[config.mk]
export PLATFORM = sky130hd
export DESIGN_NAME = execute_stage
export DESIGN_NICKNAME = d
export VERILOG_FILES = /design/src/rtl/execute_stage_pkg.sv /design/src/rtl/execute_stage_mul.sv /design/src/rtl/execute_stage.sv
export SDC_FILE = /design/constraint.sdc
export NUM_CORES = 1
export LEC_CHECK = 0
export BUFFER_PORTS_ARGS = -buffer_cell sky130_fd_sc_hd__buf_4
export CORE_MARGIN = 2
export CORE_UTILIZATION = 60
export CTS_CLUSTER_DIAMETER = 120
export DETAILED_ROUTE_END_ITERATION = 10
export PLACE_DENSITY_LB_ADDON = 0.15
export SLEW_MARGIN = 20
export SYNTH_ARGS = -nofsm -noshare
export SYNTH_HDL_FRONTEND = slang
export SYNTH_SLANG_ARGS = --single-unit
[constraint.sdc]
create_clock -name clk -period 5.48 [get_ports clk]
set_clock_uncertainty 0.2 [all_clocks]
set_input_delay 0.274 -clock clk [delete_from_list [all_inputs] [get_ports clk]]
set_output_delay 0.274 -clock clk [all_outputs]
set_load 0.01 [all_outputs]
[src/rtl/execute_stage_pkg.sv]
// Shared opcode encodings, datapath defaults and EX FSM state type.
package execute_stage_pkg;

  localparam int unsigned DataWDefault = 32;
  localparam int unsigned RegAwDefault = 5;

  localparam logic [5:0] OpAdd = 6'b000000;
  localparam logic [5:0] OpSub = 6'b000001;
  localparam logic [5:0] OpAnd = 6'b000010;
  localparam logic [5:0] OpOr  = 6'b000011;
  localparam logic [5:0] OpXor = 6'b000100;
  localparam logic [5:0] OpSlt = 6'b000101;
  localparam logic [5:0] OpMul = 6'b000110;
  localparam logic [5:0] OpLw  = 6'b010000;
  localparam logic [5:0] OpSw  = 6'b010001;
  localparam logic [5:0] OpBeq = 6'b100000;
  localparam logic [5:0] OpJmp = 6'b100001;

  typedef enum logic [0:0] {
    StIdle,
    StMulBusy
  } ex_state_e;

endpackage

[src/rtl/execute_stage_mul.sv]
// Iterative shift-add multiplier: one multiplier bit per cycle, low W bits of the product.
module mul_seq #(
  parameter int unsigned W = 32
) (
  input  logic         clk,
  input  logic         rst_n,
  input  logic         start,
  input  logic [W-1:0] a,
  input  logic [W-1:0] b,
  output logic         busy,
  output logic         done,
  output logic [W-1:0] product
);

  localparam int unsigned CntW = $clog2(W);

  logic [W-1:0]    a_q, b_q, acc_q, acc_next;
  logic [CntW-1:0] cnt_q;
  logic            busy_q;

  assign acc_next = a_q[0] ? acc_q + b_q : acc_q;
  // done is asserted during the last iteration; product already includes that step.
  assign done     = busy_q && (cnt_q == CntW'(W - 1));
  assign product  = acc_next;
  assign busy     = busy_q;

  always_ff @(posedge clk) begin
    if (!rst_n) begin
      a_q    <= '0;
      b_q    <= '0;
      acc_q  <= '0;
      cnt_q  <= '0;
      busy_q <= 1'b0;
    end else if (start) begin
      a_q    <= a;
      b_q    <= b;
      acc_q  <= '0;
      cnt_q  <= '0;
      busy_q <= 1'b1;
    end else if (busy_q) begin
      acc_q <= acc_next;
      a_q   <= a_q >> 1;
      b_q   <= b_q << 1;
      cnt_q <= cnt_q + CntW'(1);
      if (done) busy_q <= 1'b0;
    end
  end

endmodule

[src/rtl/execute_stage.sv]
// EX pipeline stage: combinational ALU/branch unit, sequenced multiplier, one output register.
module execute_stage
  import execute_stage_pkg::*;
#(
  parameter int unsigned DATA_W = DataWDefault,
  parameter int unsigned REG_AW = RegAwDefault
) (
  input  logic              clk,
  input  logic              rst_n,
  input  logic              in_valid,
  output logic              in_ready,
  input  logic [5:0]        op_ex,
  input  logic [DATA_W-1:0] A_ex,
  input  logic [DATA_W-1:0] B_ex,
  input  logic [DATA_W-1:0] Imm_ex,
  input  logic [DATA_W-1:0] npc_ex,
  input  logic [REG_AW-1:0] Ri_ex,
  output logic              out_valid,
  input  logic              out_ready,
  output logic [5:0]        op_mem,
  output logic [DATA_W-1:0] alu_out_mem,
  output logic [DATA_W-1:0] B_mem,
  output logic [REG_AW-1:0] Ri_mem,
  output logic              wb_en_mem,
  output logic              br_taken,
  output logic [DATA_W-1:0] br_target
);

  ex_state_e state_q, state_d;

  logic              accept, is_mul, mul_busy, mul_done;
  logic [DATA_W-1:0] mul_product, mul_b_q;
  logic [REG_AW-1:0] mul_ri_q;

  logic              load_c, wb_c, taken_c;
  logic [DATA_W-1:0] alu_c, bdata_c, imm_sext, beq_tgt, jmp_tgt;

  logic              out_valid_q, wb_q, br_taken_q;
  logic [5:0]        op_q;
  logic [DATA_W-1:0] alu_q, b_q, br_target_q;
  logic [REG_AW-1:0] ri_q;

  logic unused_imm;
  assign unused_imm = ^Imm_ex[DATA_W-1:26];

  assign in_ready = (state_q == StIdle) & ~mul_busy & (~out_valid_q | out_ready) & rst_n;
  assign accept   = in_valid & in_ready;
  assign is_mul   = (op_ex == OpMul);

  assign imm_sext = {{(DATA_W - 16){Imm_ex[15]}}, Imm_ex[15:0]};
  assign beq_tgt  = npc_ex + (imm_sext << 2);
  assign jmp_tgt  = {npc_ex[DATA_W-1:28], Imm_ex[25:0], 2'b00};

  always_comb begin
    alu_c   = '0;
    bdata_c = B_ex;
    wb_c    = 1'b1;
    load_c  = 1'b1;
    taken_c = 1'b0;
    case (op_ex)
      OpAdd: alu_c = A_ex + B_ex;
      OpSub: alu_c = A_ex - B_ex;
      OpAnd: alu_c = A_ex & B_ex;
      OpOr:  alu_c = A_ex | B_ex;
      OpXor: alu_c = A_ex ^ B_ex;
      OpSlt: alu_c = {{(DATA_W - 1){1'b0}}, $signed(A_ex) < $signed(B_ex)};
      OpLw: begin
        alu_c   = B_ex + imm_sext;
        bdata_c = A_ex;
      end
      OpSw: begin
        alu_c   = B_ex + imm_sext;
        bdata_c = A_ex;
        wb_c    = 1'b0;
      end
      OpBeq: begin
        alu_c   = beq_tgt;
        wb_c    = 1'b0;
        taken_c = (A_ex == B_ex);
      end
      OpJmp: begin
        alu_c   = jmp_tgt;
        wb_c    = 1'b0;
        taken_c = 1'b1;
      end
      // MUL is loaded by the sequencer when it finishes; everything else is a NOP.
      default: begin
        wb_c   = 1'b0;
        load_c = 1'b0;
      end
    endcase
  end

  mul_seq #(
    .W (DATA_W)
  ) u_mul (
    .clk     (clk),
    .rst_n   (rst_n),
    .start   (accept & is_mul),
    .a       (A_ex),
    .b       (B_ex),
    .busy    (mul_busy),
    .done    (mul_done),
    .product (mul_product)
  );

  always_comb begin
    state_d = state_q;
    case (state_q)
      StIdle:    if (accept && is_mul) state_d = StMulBusy;
      StMulBusy: if (mul_done) state_d = StIdle;
      default:   state_d = StIdle;
    endcase
  end

  always_ff @(posedge clk) begin
    if (!rst_n) state_q <= StIdle;
    else        state_q <= state_d;
  end

  always_ff @(posedge clk) begin
    if (!rst_n) begin
      out_valid_q <= 1'b0;
      op_q        <= '0;
      alu_q       <= '0;
      b_q         <= '0;
      ri_q        <= '0;
      wb_q        <= 1'b0;
      br_taken_q  <= 1'b0;
      br_target_q <= '0;
      mul_b_q     <= '0;
      mul_ri_q    <= '0;
    end else begin
      br_taken_q <= accept & taken_c;
      if (accept && taken_c) br_target_q <= alu_c;
      if (accept && is_mul) begin
        mul_b_q  <= B_ex;
        mul_ri_q <= Ri_ex;
      end
      // The slot drained when the MUL was accepted, so the result lands unconditionally.
      if (mul_done) begin
        out_valid_q <= 1'b1;
        op_q        <= OpMul;
        alu_q       <= mul_product;
        b_q         <= mul_b_q;
        ri_q        <= mul_ri_q;
        wb_q        <= 1'b1;
      end else if (accept && load_c) begin
        out_valid_q <= 1'b1;
        op_q        <= op_ex;
        alu_q       <= alu_c;
        b_q         <= bdata_c;
        ri_q        <= Ri_ex;
        wb_q        <= wb_c;
      end else if (out_ready) begin
        out_valid_q <= 1'b0;
      end
    end
  end

  assign out_valid   = out_valid_q;
  assign op_mem      = op_q;
  assign alu_out_mem = alu_q;
  assign B_mem       = b_q;
  assign Ri_mem      = ri_q;
  assign wb_en_mem   = wb_q;
  assign br_taken    = br_taken_q;
  assign br_target   = br_target_q;

endmodule
* Yosys cells after proc, flatten, opt, wreduce, memory -nomap -nowiden
Cells that the tools add are included.
Word-level totals: register bits after elaboration 250, output and inout bits 111, logic and storage cells 91, memories 0, bits in read-only memories 0, bits in latches 0, RAM bits 0
Cells by class: equality and inequality tests 12, shift-type cells 0, order comparisons 1, multipliers 0, div/mod/pow operators 0, bitwise gates (word level) 14, reduce and logical (&&, ||, !) cells 13, muxes and demuxes 28, add/sub/neg operators 6
Operator list (number):
- two-way mux 32 bit | 10
- case mux 32 bit (9 select lines) | 1
- adder 32 bit | 4
- AND 32 bit | 1
- equality test 32 bit | 1
- less-than comparator 32 bit | 1
- bitwise OR 32 bit | 1
- subtractor 32 bit | 1
- XOR 32 bit | 1
- equality test 6 x 3 -> 1 bit, second input constant | 3
- equality test 6 x 2 -> 1 bit, second input constant | 2
- equality test 6 x 5 -> 1 bit, second input constant | 2
- equality test 6 bit, second input constant | 2
- two-way mux 1 bit | 11
- two-way mux 5 bit | 2
- OR reduction 10 bit | 1
- OR reduction 7 bit | 1
- AND 1 bit | 6
- equality test 6 x 1 -> 1 bit, second input constant | 1
- logical NOT 6 bit | 1
- two-way mux 3 bit | 2
- OR reduction 2 bit | 3
- adder 5 x 1 -> 5 bit, second input constant | 1
- equality test 5 bit, second input constant | 1
- 6 further kinds | 14

* Depth between registers and ports, before layout
Gate-level depths: netlist of the first run.
depth in word-level cells 8, depth in mapped cells 19, mapped depth without buffers 16

* Cells and area by module
Synthesis of the first run repeated with hierarchy kept, for this count alone.
Unflattened totals: cells, all modules 2788, area, all modules 20972.6 um^2
Modules (own cells, without submodules):
- execute_stage | cells each 1993, seq. area each 2962.8 um^2, area an instance 14415.1 um^2, instances 1
- mul_seq | cells each 795, seq. area each 2042.0 um^2, area an instance 6557.5 um^2, instances 1

* Least setup slack after synthesis of the first run
Ideal clock, no wire load.
path kind input -> register, from input port op_ex[5], to register alu_q[30], in the netlist alu_out_mem[30], path buffers 3, stages on the path 19, library setup time 0.126 ns, path slack 1.357 ns, data arrival time 3.797 ns, cells stage by stage nor2_1 and3_1 clkbuf_1 clkbuf_1 clkbuf_1 nand2_1 o21ai_0 ha_1 fa_1 nand3_1 a21oi_2 o21ai_1 a2111oi_2 o211a_1 a21o_1 mux2i_1 a211o_1 a311oi_1 o2bb2ai_1
Between the ends: longest elaborated chain between the ends 5, elaborated cells between the ends (all ways) 18
Ends and longest elaborated chain:
- start: declaration | RTL line execute_stage.sv:12 | input logic [5:0] op_ex,
- equality test 6 x 5 -> 1 bit (tied with other cells) | RTL line execute_stage.sv:60 | case (op_ex)
- OR reduction 2 bit (no line) / OR reduction 10 bit (equally long branches)
- case mux 32 bit (9 select lines) / two-way mux 1 bit (equally long branches) | RTL line execute_stage.sv:60
- two-way mux 32 bit / logical AND 1 bit (equally long branches) | RTL line execute_stage.sv:148 | end else if (accept && load_c) begin
- two-way mux 32 bit / nonzero test 2 bit (equally long branches)
- end signal: assignment | RTL line execute_stage.sv:144 | alu_q <= mul_product;
- end signal: assignment | RTL line execute_stage.sv:151 | alu_q <= alu_c;
- end: declaration | RTL line execute_stage.sv:40 | logic [DATA_W-1:0] alu_q, b_q, br_target_q;
Parallel ways exist; a longest one is shown, timed or not. The select of a mux whose other input is x is not followed. A chain may end at the register's enable or synchronous reset.

* Worst setup path after layout of the first run
from input port op_ex[1], to register br_target_q[30], in the netlist br_target[30]
Between the ends: longest elaborated chain between the ends 3, elaborated cells between the ends (all ways) 14
Ends and longest elaborated chain:
- equality test 6 x 5 -> 1 bit / equality test 6 bit (equally long branches) | RTL line execute_stage.sv:60
- OR reduction 2 bit (no line) / case mux 1 bit (2 select lines) (equally long branches)
- case mux 32 bit (9 select lines) / logical AND 1 bit (equally long branches) | RTL line execute_stage.sv:60, execute_stage.sv:135
- end signal: assignment | RTL line execute_stage.sv:135 | if (accept && taken_c) br_target_q <= alu_c;
- end: declaration | RTL line execute_stage.sv:40
Parallel ways exist; a longest one is shown, timed or not.

==> summary.md, run 1 <==
| Metric | Value |
|---|---|
| Status | `completed` |
| Mapped Avg Cell Area | `7.67 um^2` |
| Initial DRC count | `2033` |
| DRC | `0` |
| Synth Area in Compound Gates | `30.1%` |
| Largest net degree at the start of global routing | `125` |
| Most used DFF post-synth | `dfxtp_1` |
| Post-Syn Nets | `2918` |
| Area of the core | `0.0325 mm^2` |
| Synth async-reset ratio | `0%` |
| Drt via density | `6.52` |
| Main combinational cell family by area after synthesis | `compound AO/OA/AOI/OAI gates` |
| Register area share after synthesis | `25.3%` |
| Setup ws final | `0.460 ns` |
| CP arrival | `5.18 ns` |
| CP max FO | `16` |
| Pwr dens | `194 mW/mm^2` |
| IO Pins | `254` |
| Top cell type by total area after synthesis | `dfxtp_1` |
| CP startpoint kind | `input port` |
| Wire per inst | `22.7 um` |
| Initial antenna violation count | `0` |
| Skew-Pair Late Insertion Delay | `0.52 ns` |
| CTS H-tree lvls | `1` |
| # fillers | `2565` |
| Placement Setup Slack | `0.642 ns` |
| Synth cell count leaders | `nand2_1, dfxtp_1, a21oi_1, ha_1, nor2_1` |
| Row cnt | `66` |
| Clk slew on worst S/H paths | `0.07 ns` |
| Final Hold Fails | `0` |
| Post-route minimum period | `5.02 ns` |
| #FFs+latches synth | `250` |
| Fin nets | `3145` |
| Count leader, synth | `nand2_1` |
| Final period util | `91.6%` |
| CTS tree | `built` |
| CP required | `5.64 ns` |
| Area delta synth->final | `18.6%` |
| Fmax | `0.199 GHz` |
| Hold crit path type | `input port to flip-flop` |
| Rel. slew slack | `22.9%` |
| Via count | `21300` |
| Slew Viols, Final | `0` |
| PortBufs | `247` |
| Starting density of the core | `60.9%` |
| # setup viols final | `0` |
| Slew @ Worst Pin | `1.15 ns` |
| Synth Instances | `2574` |
| Hpwl dp | `54.4 mm` |
| Multi-input gate area | `0.0138 mm^2` |
| Global-route wire length before repair | `111 mm` |
| Mux share of post-synthesis cell area | `3.71%` |
| CTS sink cnt | `250` |
| Height of the die | `185 um` |
| Root Driver | `clkbuf_16` |
| Routed Antenna Nets | `0` |
| Placer Congestion | `1.03` |
| Critical Path End Type | `flip-flop` |
| Yosys top cell area share | `25.3%` |
| Num CTS Buffers | `23` |
| Cell area after synthesis | `0.0198 mm^2` |
| Layout cells sized above 1 | `13.0%` |
| Synth unique cells | `86` |
| Total gr overflow | `0` |
| CP Class | `input port to flip-flop` |
| Global-route usage over all layers | `41.5%` |
| Synth Area in XOR/XNOR | `3.77%` |
| Top cells by area, synth | `dfxtp_1, ha_1, nand2_1, a21oi_1, o21ai_0` |
| Vias in the first global route | `20100` |
| Setup_tns | `0 ns` |
| Die width | `185 um` |
| RSZ-0062 raised after global routing | `no` |
| Maxcap violations | `0` |
| EDFF count, synth | `0` |
| Die Area | `0.0344 mm^2` |
| Clock Path Buffers | `3` |
| Pre-antenna DRT Iters | `6` |
| Simple-gate share of the synthesized area | `19.0%` |
| LEAKAGE | `10.1 nW` |
| Syn. warnings | `0` |
| VDD IR-drop max | `0.212 mV` |
| Post-Synth Adder-Cell Area | `12.9%` |
| Register area | `0.00501 mm^2` |
| N_diodes | `0` |
| Final wirelength | `73.9 mm` |
==> worst max-delay path: stages <==
cell and delay [ns]:
dlygate4sd3_1 0.54, buf_4 0.19, nor2_1 0.26, and3_2 0.50
buf_4 0.28, and2_1 0.20, buf_4 0.28, a21o_1 0.13
ha_1 0.31, a21o_1 0.23, a21o_1 0.19, a31oi_1 0.42
o21ai_1 0.12, a21o_1 0.21, a21o_1 0.19, mux2i_1 0.12
a211o_1 0.26, a311oi_1 0.22, buf_4 0.19, a21oi_1 0.06
==> worst paths after layout <==
kind,slack (ns),end,depth (start not counted),start
max,0.46,br_target[30],20,op_ex[1]
min,0.008,u_mul.a_q[11],3,A_ex[11]
max reg2reg,1.72,alu_out_mem[31],8,u_mul.busy
min reg2reg,0.26,op_mem[4],2,op_mem[4]
==> cell type report <==
type,count,share of cell area (%)
multi-input cells,2052,58.7
clock buffers,35,2.99
clock inverters,6,0.278
well taps,442,2.36
repair buffers,365,12.5
inverters,109,1.75
flip-flops and latches,250,21.4
==> state kept, by name, summed over array words and instances, names as in the netlist <==
signal and cells:
B_mem 32, mul_ri_q 5, u_mul.busy 1, wb_en_mem 1, br_taken 1, alu_out_mem 32, u_mul.acc_q 32, u_mul.b_q 32
u_mul.cnt_q 5, mul_b_q 32, state_q 1, out_valid 1, op_mem 6, br_target 32, u_mul.a_q 32, Ri_mem 5
==> cells in the final DEF (no fill, tap or decap), types with 19 or more instances in the layout <==
cell / count
a31oi_1: 24
xor2_1: 37
nand4_1: 25
o21ai_1: 25
dlygate4sd3_1: 74
a221oi_1: 60
nor2_1: 160
a21o_1: 63
buf_4: 291
a211oi_1: 47
mux2i_1: 71
and2_1: 46
a22oi_1: 42
a21oi_1: 199
dfxtp_1: 248
nand2_1: 371
nor2b_1: 56
ha_1: 197
xnor2_1: 48
a21boi_0: 80
o21ai_0: 159
nor3_1: 37
clkbuf_16: 23
o21bai_1: 19
nand3_1: 31
inv_1: 107
==> cell families (layout without fill, tap and decap cells) <==
family / count (synthesis) / after routing
simple gates: 815 / 815
compound gates: 878 / 878
mux: 73 / 73
flops: 250 / 250
xor+xnor: 85 / 85
fa+ha+maj: 201 / 201
buf+inv: 272 / 515
==> metal layers <==
layer / wire length, um / vias up / global-route usage [%]
li1: - / 9732 / -
met1: 28600 / 10100 / 50.5
met2: 33000 / 1173 / 67.3
met3: 6340 / 299 / 6.04
met4: 6030 / 0 / 29.4
met5: 0 / - / 0
==> where the power goes <==
group	internal, mW	leakage, nW	switching, mW
registers	1.83	2.02	0.0111
clock network	0.931	0.376	0.698
logic	0.431	7.69	0.651
==> stage by stage <==
stage	instances	utilization, %	hold slack (ns)	cell area (um^2)	total power, mW
2_1_floorplan	2574	-	0.186	19800	2.51
3_3_place_gp	3144	67.5	0.245	21900	2.87
3_5_place_dp	3144	67.5	0.251	21900	2.89
4_1_cts	3259	72.2	0.00544	23400	4.52
5_1_grt	3259	72.2	0.0176	23400	4.70
6_report	3259	72.2	0.00780	23400	4.55
==> what timing repair did <==
| action | 4_1_cts | 5_1_grt |
|---|---|---|
| gates resized for setup | 0 | 0 |
| endpoints found under the hold margin | 85 | 0 |
| hold buffers | 74 | 0 |
| buffers inserted | 0 | 0 |
Power figures use the tool's default switching activity.
==> inputs of run 2 (changes only) <==
==> constraint.sdc (replaced) <==
create_clock -name clk -period 5 [get_ports clk]
set_clock_uncertainty 0.2 [all_clocks]
set_input_delay 0.25 -clock clk [delete_from_list [all_inputs] [get_ports clk]]
set_output_delay 0.25 -clock clk [all_outputs]
set_load 0.01 [all_outputs]
==> run 2 against run 1 <==
Compared with the run above:
- the run now ends with design-rule violations left
- sequential cell count is the same
- largest power group is now clock
- sequential power is 9.8% higher
- wire length increased by 3.9%
- core utilization is 0.96 points higher
- worst setup slack got worse by 0.19 ns
- sequential share of layout area is 0.28 points lower
- combinational power increased by 12%
- largest cell class unchanged
- global-route usage grew 2.3 points
==> summary.md, run 2 (synthesis results as in run 1) <==
| Metric | Value |
|---|---|
| DRC | `1` |
| Placer Congestion | `1.04` |
| Post-CTS setup buffers | `0` |
| Placed Area | `0.0219 mm^2` |
| CP startpoint kind | `input port` |
| Worst Hold End | `op_mem[1]` |
| Die Area | `0.0344 mm^2` |
| Skew-Pair Late Insertion Delay | `0.59 ns` |
| Drt via density | `6.57` |
| Fmax | `0.211 GHz` |
| Initial antenna violation count | `1` |
| Sequential share of power | `37.6%` |
| Worst Hold Launch | `op_ex[3]` |
| Height of the die | `185 um` |
| Die width | `185 um` |
| Clock Path Buffers | `3` |
| Critical R2R Capture | `op_mem[2]` |
| Root Driver | `clkbuf_16` |
| Pwr dens | `226 mW/mm^2` |
| Post-CTS resize count | `0` |
| Final wirelength | `76.8 mm` |
| CP max FO | `22` |
| Wire per inst | `23.4 um` |
| Design Area, Final | `0.0237 mm^2` |
| Setup ws final | `0.270 ns` |
| Hpwl dp | `55.3 mm` |
| Num CTS Buffers | `28` |
| Via count | `21500` |
| Routed Antenna Nets | `0` |
| Leading cell type in the layout, fill and taps excluded | `nand2_1` |
| Slew @ Worst Pin | `1.10 ns` |
| Global-route usage over all layers | `43.8%` |
| Area delta synth->final | `20.2%` |
| CP Class | `input port to flip-flop` |
| Clk slew on worst S/H paths | `0.07 ns` |
| Area of the core | `0.0325 mm^2` |
| CTS tree | `built` |
| Initial DRC count | `2204` |
| Hold path cells | `4` |
| Most frequent cells in the layout | `nand2_1, buf_4, dfxtp_1` |
| R2r startpoint | `u_mul.busy` |
| Register-to-register path setup slack | `1.22 ns` |
| P_int | `3.71 mW` |
| Fin nets | `3159` |
| CP required | `5.25 ns` |
| Status | `finished with violations` |
| Post-route minimum period | `4.73 ns` |
| Starting density of the core | `60.9%` |
| N_diodes | `0` |
| Pre-antenna DRT Iters | `9` |
| VDD IR-drop max | `0.264 mV` |
| Power Total | `5.37 mW` |
| Final period util | `94.6%` |
| Global-route wire length before repair | `116 mm` |
| CTS sink cnt | `250` |
| Maxcap violations | `0` |
| Hold crit path type | `input port to flip-flop` |
| CP arrival | `4.98 ns` |
| Placement Setup Slack | `0.381 ns` |
| Row cnt | `66` |
| CTS H-tree lvls | `1` |
| Slew Viols, Final | `0` |
| CTS Hold Bufs | `84` |
| Setup_tns | `0 ns` |
| PortBufs | `247` |
| Gate power share | `22.5%` |
| Rel. slew slack | `26.5%` |
| Clock power frac | `39.9%` |
| Largest net degree at the start of global routing | `119` |
| Layout cells sized above 1 | `13.3%` |
| # setup viols final | `0` |
| Reg2Reg Depth | `7` |
| Total gr overflow | `0` |
| Sw power | `1.66 mW` |
| IO Pins | `254` |
| Final Hold Fails | `0` |
| Sw Share | `30.9%` |
| RSZ-0062 raised after global routing | `no` |
| LEAKAGE | `10.2 nW` |
| Failing checks | `design-rule violations` |
| Vias in the first global route | `20700` |
| Critical Path End Type | `flip-flop` |
[run 2: how the worst max path moves through the flow]
stage	from	end	slack, ns	cells after the start
floorplan	op_ex[5]	alu_out_mem[30]	0.90	19
detailed placement	op_ex[1]	br_target[30]	0.38	18
finish	op_ex[5]	br_target[30]	0.27	19
CTS	op_ex[1]	alu_out_mem[28]	0.40	19
global route	op_ex[1]	alu_out_mem[28]	0.01	19
global placement	op_ex[1]	alu_out_mem[28]	0.45	18
[run 2: critical path, stage by stage]
cell and delay (ns):
dlygate4sd3_1 0.56, buf_4 0.17, nor2_1 0.29, and3_2 0.56, nand2_1 0.09, o21ai_0 0.09, ha_1 0.25, fa_1 0.24
nand3_1 0.12, a21oi_2 0.20, o21ai_1 0.16, a2111oi_2 0.56, o211a_1 0.34, a21o_1 0.20, mux2i_1 0.09, a211o_1 0.27
a311oi_1 0.25, buf_4 0.20, a21oi_1 0.07
[run 2: final cells by class]
| cell class | instances | area (um^2) |
|---|---|---|
| Multi-Input combinational cell | 2052 | 13800 |
| Fill cell | 2509 | 8720 |
| Sequential cell | 250 | 5010 |
| Timing Repair Buffer | 374 | 3030 |
| Clock buffer | 34 | 783 |
| Tap cell | 442 | 553 |
| Inverter | 109 | 409 |
| Clock inverter | 16 | 183 |
[run 2: power by group through the flow]
stage	registers, mW	logic, mW	clock network [mW]
after detailed placement	2.06	1.11	0
final	2.02	1.21	2.14
after global routing	2.02	1.30	2.23
after global placement	2.06	1.09	0
after floorplan	2.06	0.689	0
after CTS	2.02	1.17	2.16
[run 2: metrics by stage]
step           cells  util, %  hold WS (ns)
2_1_floorplan   2574        -         0.162
3_3_place_gp    3143     67.6         0.248
3_5_place_dp    3143     67.6         0.259
4_1_cts         3277     73.1       0.00500
5_1_grt         3277     73.1        0.0489
6_report        3277     73.1        0.0111
[run 2: routing by layer]
metal / routed length, um / GRT usage (%) / part of all wire, %
met2: 34300 / 70.8 / 45
met4: 6410 / 32.3 / 8.3
met5: 0 / 0 / 0
met1: 28100 / 51.0 / 37
met3: 8040 / 9.69 / 10
==> inputs of run 3 (changes only) <==
--- a/config.mk
+++ b/config.mk
@@ -7,7 +7,7 @@
 export LEC_CHECK = 0
 export BUFFER_PORTS_ARGS = -buffer_cell sky130_fd_sc_hd__buf_4
 export CORE_MARGIN = 2
-export CORE_UTILIZATION = 60
+export CORE_UTILIZATION = 40
 export CTS_CLUSTER_DIAMETER = 120
 export DETAILED_ROUTE_END_ITERATION = 10
 export PLACE_DENSITY_LB_ADDON = 0.15
==> run 3 against run 2 <==
Compared with the run above:
- the run now ends clean
- non-clock buffer count rose by 16
- via count fell by 5.4%
- wire length rose by 5.6%
- core utilization fell by 23 points
- critical endpoint is now alu_out_mem[28]
- largest cell class unchanged
- highest routed layer unchanged
==> summary.md, run 3 (synthesis results as in run 1) <==
| Metric | Value |
|---|---|
| DRC | `0` |
| Register area | `0.00501 mm^2` |
| RSZ-0062 raised after global routing | `no` |
| Global-route wire length before repair | `120 mm` |
| Total gr overflow | `0` |
| CTS sink cnt | `250` |
| IO Pins | `254` |
| Area of the core | `0.0488 mm^2` |
| Fin util | `49.7%` |
| Clk slew on worst S/H paths | `0.06 ns` |
| Die Area | `0.0512 mm^2` |
| Fmax | `0.219 GHz` |
| Maxcap violations | `0` |
| Drt via density | `5.78` |
| Initial DRC count | `1610` |
| Status | `completed` |
| Hold crit path type | `input port to flip-flop` |
| Worst Hold Launch | `Imm_ex[21]` |
| Pwr dens | `231 mW/mm^2` |
| # fillers | `4921` |
| Initial antenna violation count | `0` |
| # setup viols final | `0` |
| Vias in the first global route | `19800` |
| Layout cells sized above 1 | `13.9%` |
| N_diodes | `0` |
| Largest net degree at the start of global routing | `97` |
| PortBufs | `247` |
| Row cnt | `81` |
| Routed Antenna Nets | `0` |
| Register-to-register path setup slack | `1.51 ns` |
| Design Area, Final | `0.0243 mm^2` |
| Leading cell type in the layout, fill and taps excluded | `nand2_1` |
| VDD IR-drop max | `0.279 mV` |
| CP startpoint kind | `input port` |
| Pre-antenna DRT Iters | `5` |
| Starting density of the core | `40.4%` |
| Critical Path End Type | `flip-flop` |
| Global-route usage over all layers | `30.9%` |
| Area delta synth->final | `22.9%` |
| Final wirelength | `81.1 mm` |
| Post-route minimum period | `4.56 ns` |
| Skew-Pair Late Insertion Delay | `0.59 ns` |
| Final period util | `91.3%` |
| Multi-input gate area | `0.0138 mm^2` |
| Post-CTS setup buffers | `0` |
| CTS H-tree lvls | `1` |
| Setup_tns | `0 ns` |
| CP arrival | `4.84 ns` |
| CTS tree | `built` |
| Rel. slew slack | `20.8%` |
| Die width | `226 um` |
| Hpwl dp | `61.8 mm` |
| Reg2Reg Depth | `8` |
| CP max FO | `20` |
| Crit. Startpoint | `op_ex[2]` |
| LEAKAGE | `10.4 nW` |
| Clock Path Buffers | `3` |
| Hold path cells | `5` |
| Fin nets | `3177` |
| Slew Viols, Final | `0` |
| Root Driver | `clkbuf_16` |
| Placed Area | `0.0223 mm^2` |
| Most frequent cells in the layout | `nand2_1, buf_4, dfxtp_1` |
| CP required | `5.28 ns` |
| CP Class | `input port to flip-flop` |
| Via count | `20400` |
| Placer Congestion | `0.922` |
| Wire per inst | `23.0 um` |
| Final Hold Fails | `0` |
| Slew @ Worst Pin | `1.18 ns` |
| R2r startpoint | `out_valid` |
| Num CTS Buffers | `30` |
| Height of the die | `226 um` |
[run 3: changes by cell type in the layout (fill, tap and decap cells not counted), sizes merged]
| cell | before | now |
|---|---|---|
| clkinvlp | 5 | 3 |
| bufinv | 2 | 4 |
| dlygate4sd3 | 84 | 86 |
| clkbuf | 34 | 40 |
| buf | 290 | 304 |
[run 3: repair_timing]
action	CTS	global route
resized for setup	0	0
hold endpoints to repair	151	0
hold buffers	86	0
[run 3: cell type report]
class	count	share of cell area [%]
Multi-Input combinational cell	2052	56.7
Sequential cell	250	20.6
Timing Repair Buffer	390	13.1
Clock buffer	40	3.62
Tap cell	664	3.42
Inverter	109	1.68
Clock inverter	16	0.830
[run 3: routing by layer]
metal | GRT usage (%) | routed length [um]
met5 | 0 | 0
met4 | 13.5 | 4010
met3 | 4.29 | 4650
met2 | 52.9 | 38100
met1 | 38.6 | 34300
[run 3: path summary, 6_finish.rpt]
path,to
worst max-delay path,alu_out_mem[28]
worst min-delay path,alu_out_mem[23]
worst max register to register,wb_en_mem
worst min register to register,u_mul.a_q[5]
[run 3: power by group]
part | switching [mW] | leakage (nW) | internal [mW] | total [mW]
sequential | 0.0112 | 2.02 | 2.01 | 2.02
clock | 0.935 | 0.530 | 1.44 | 2.38
combinational | 0.728 | 7.82 | 0.481 | 1.21
total | 1.67 | 10.4 | 3.93 | 5.60
[run 3: critical path: stages]
cell	delay, ns
dlygate4sd3_1	0.54
buf_4	0.18
nor2_1	0.29
and3_2	0.30
buf_12	0.16
nand2_1	0.06
o21ai_0	0.07
ha_1	0.25
fa_1	0.24
nand3_1	0.13
a21oi_2	0.21
o21ai_1	0.17
a2111oi_2	0.52
o211a_1	0.28
nand2_1	0.08
mux2i_1	0.13
nor4_1	0.28
buf_4	0.17
o221ai_1	0.21
a22o_1	0.29
[run 3: stage by stage]
step	instances	total power, mW	hold slack, ns	setup slack (ns)
finish	3521	5.60	0.0174	0.436
global route	3521	5.82	0.0369	0.0741
CTS	3521	5.63	0.00163	0.456
detailed placement	3379	3.20	0.256	0.405
global placement	3379	3.20	0.248	0.496
floorplan	2574	2.75	0.162	0.901
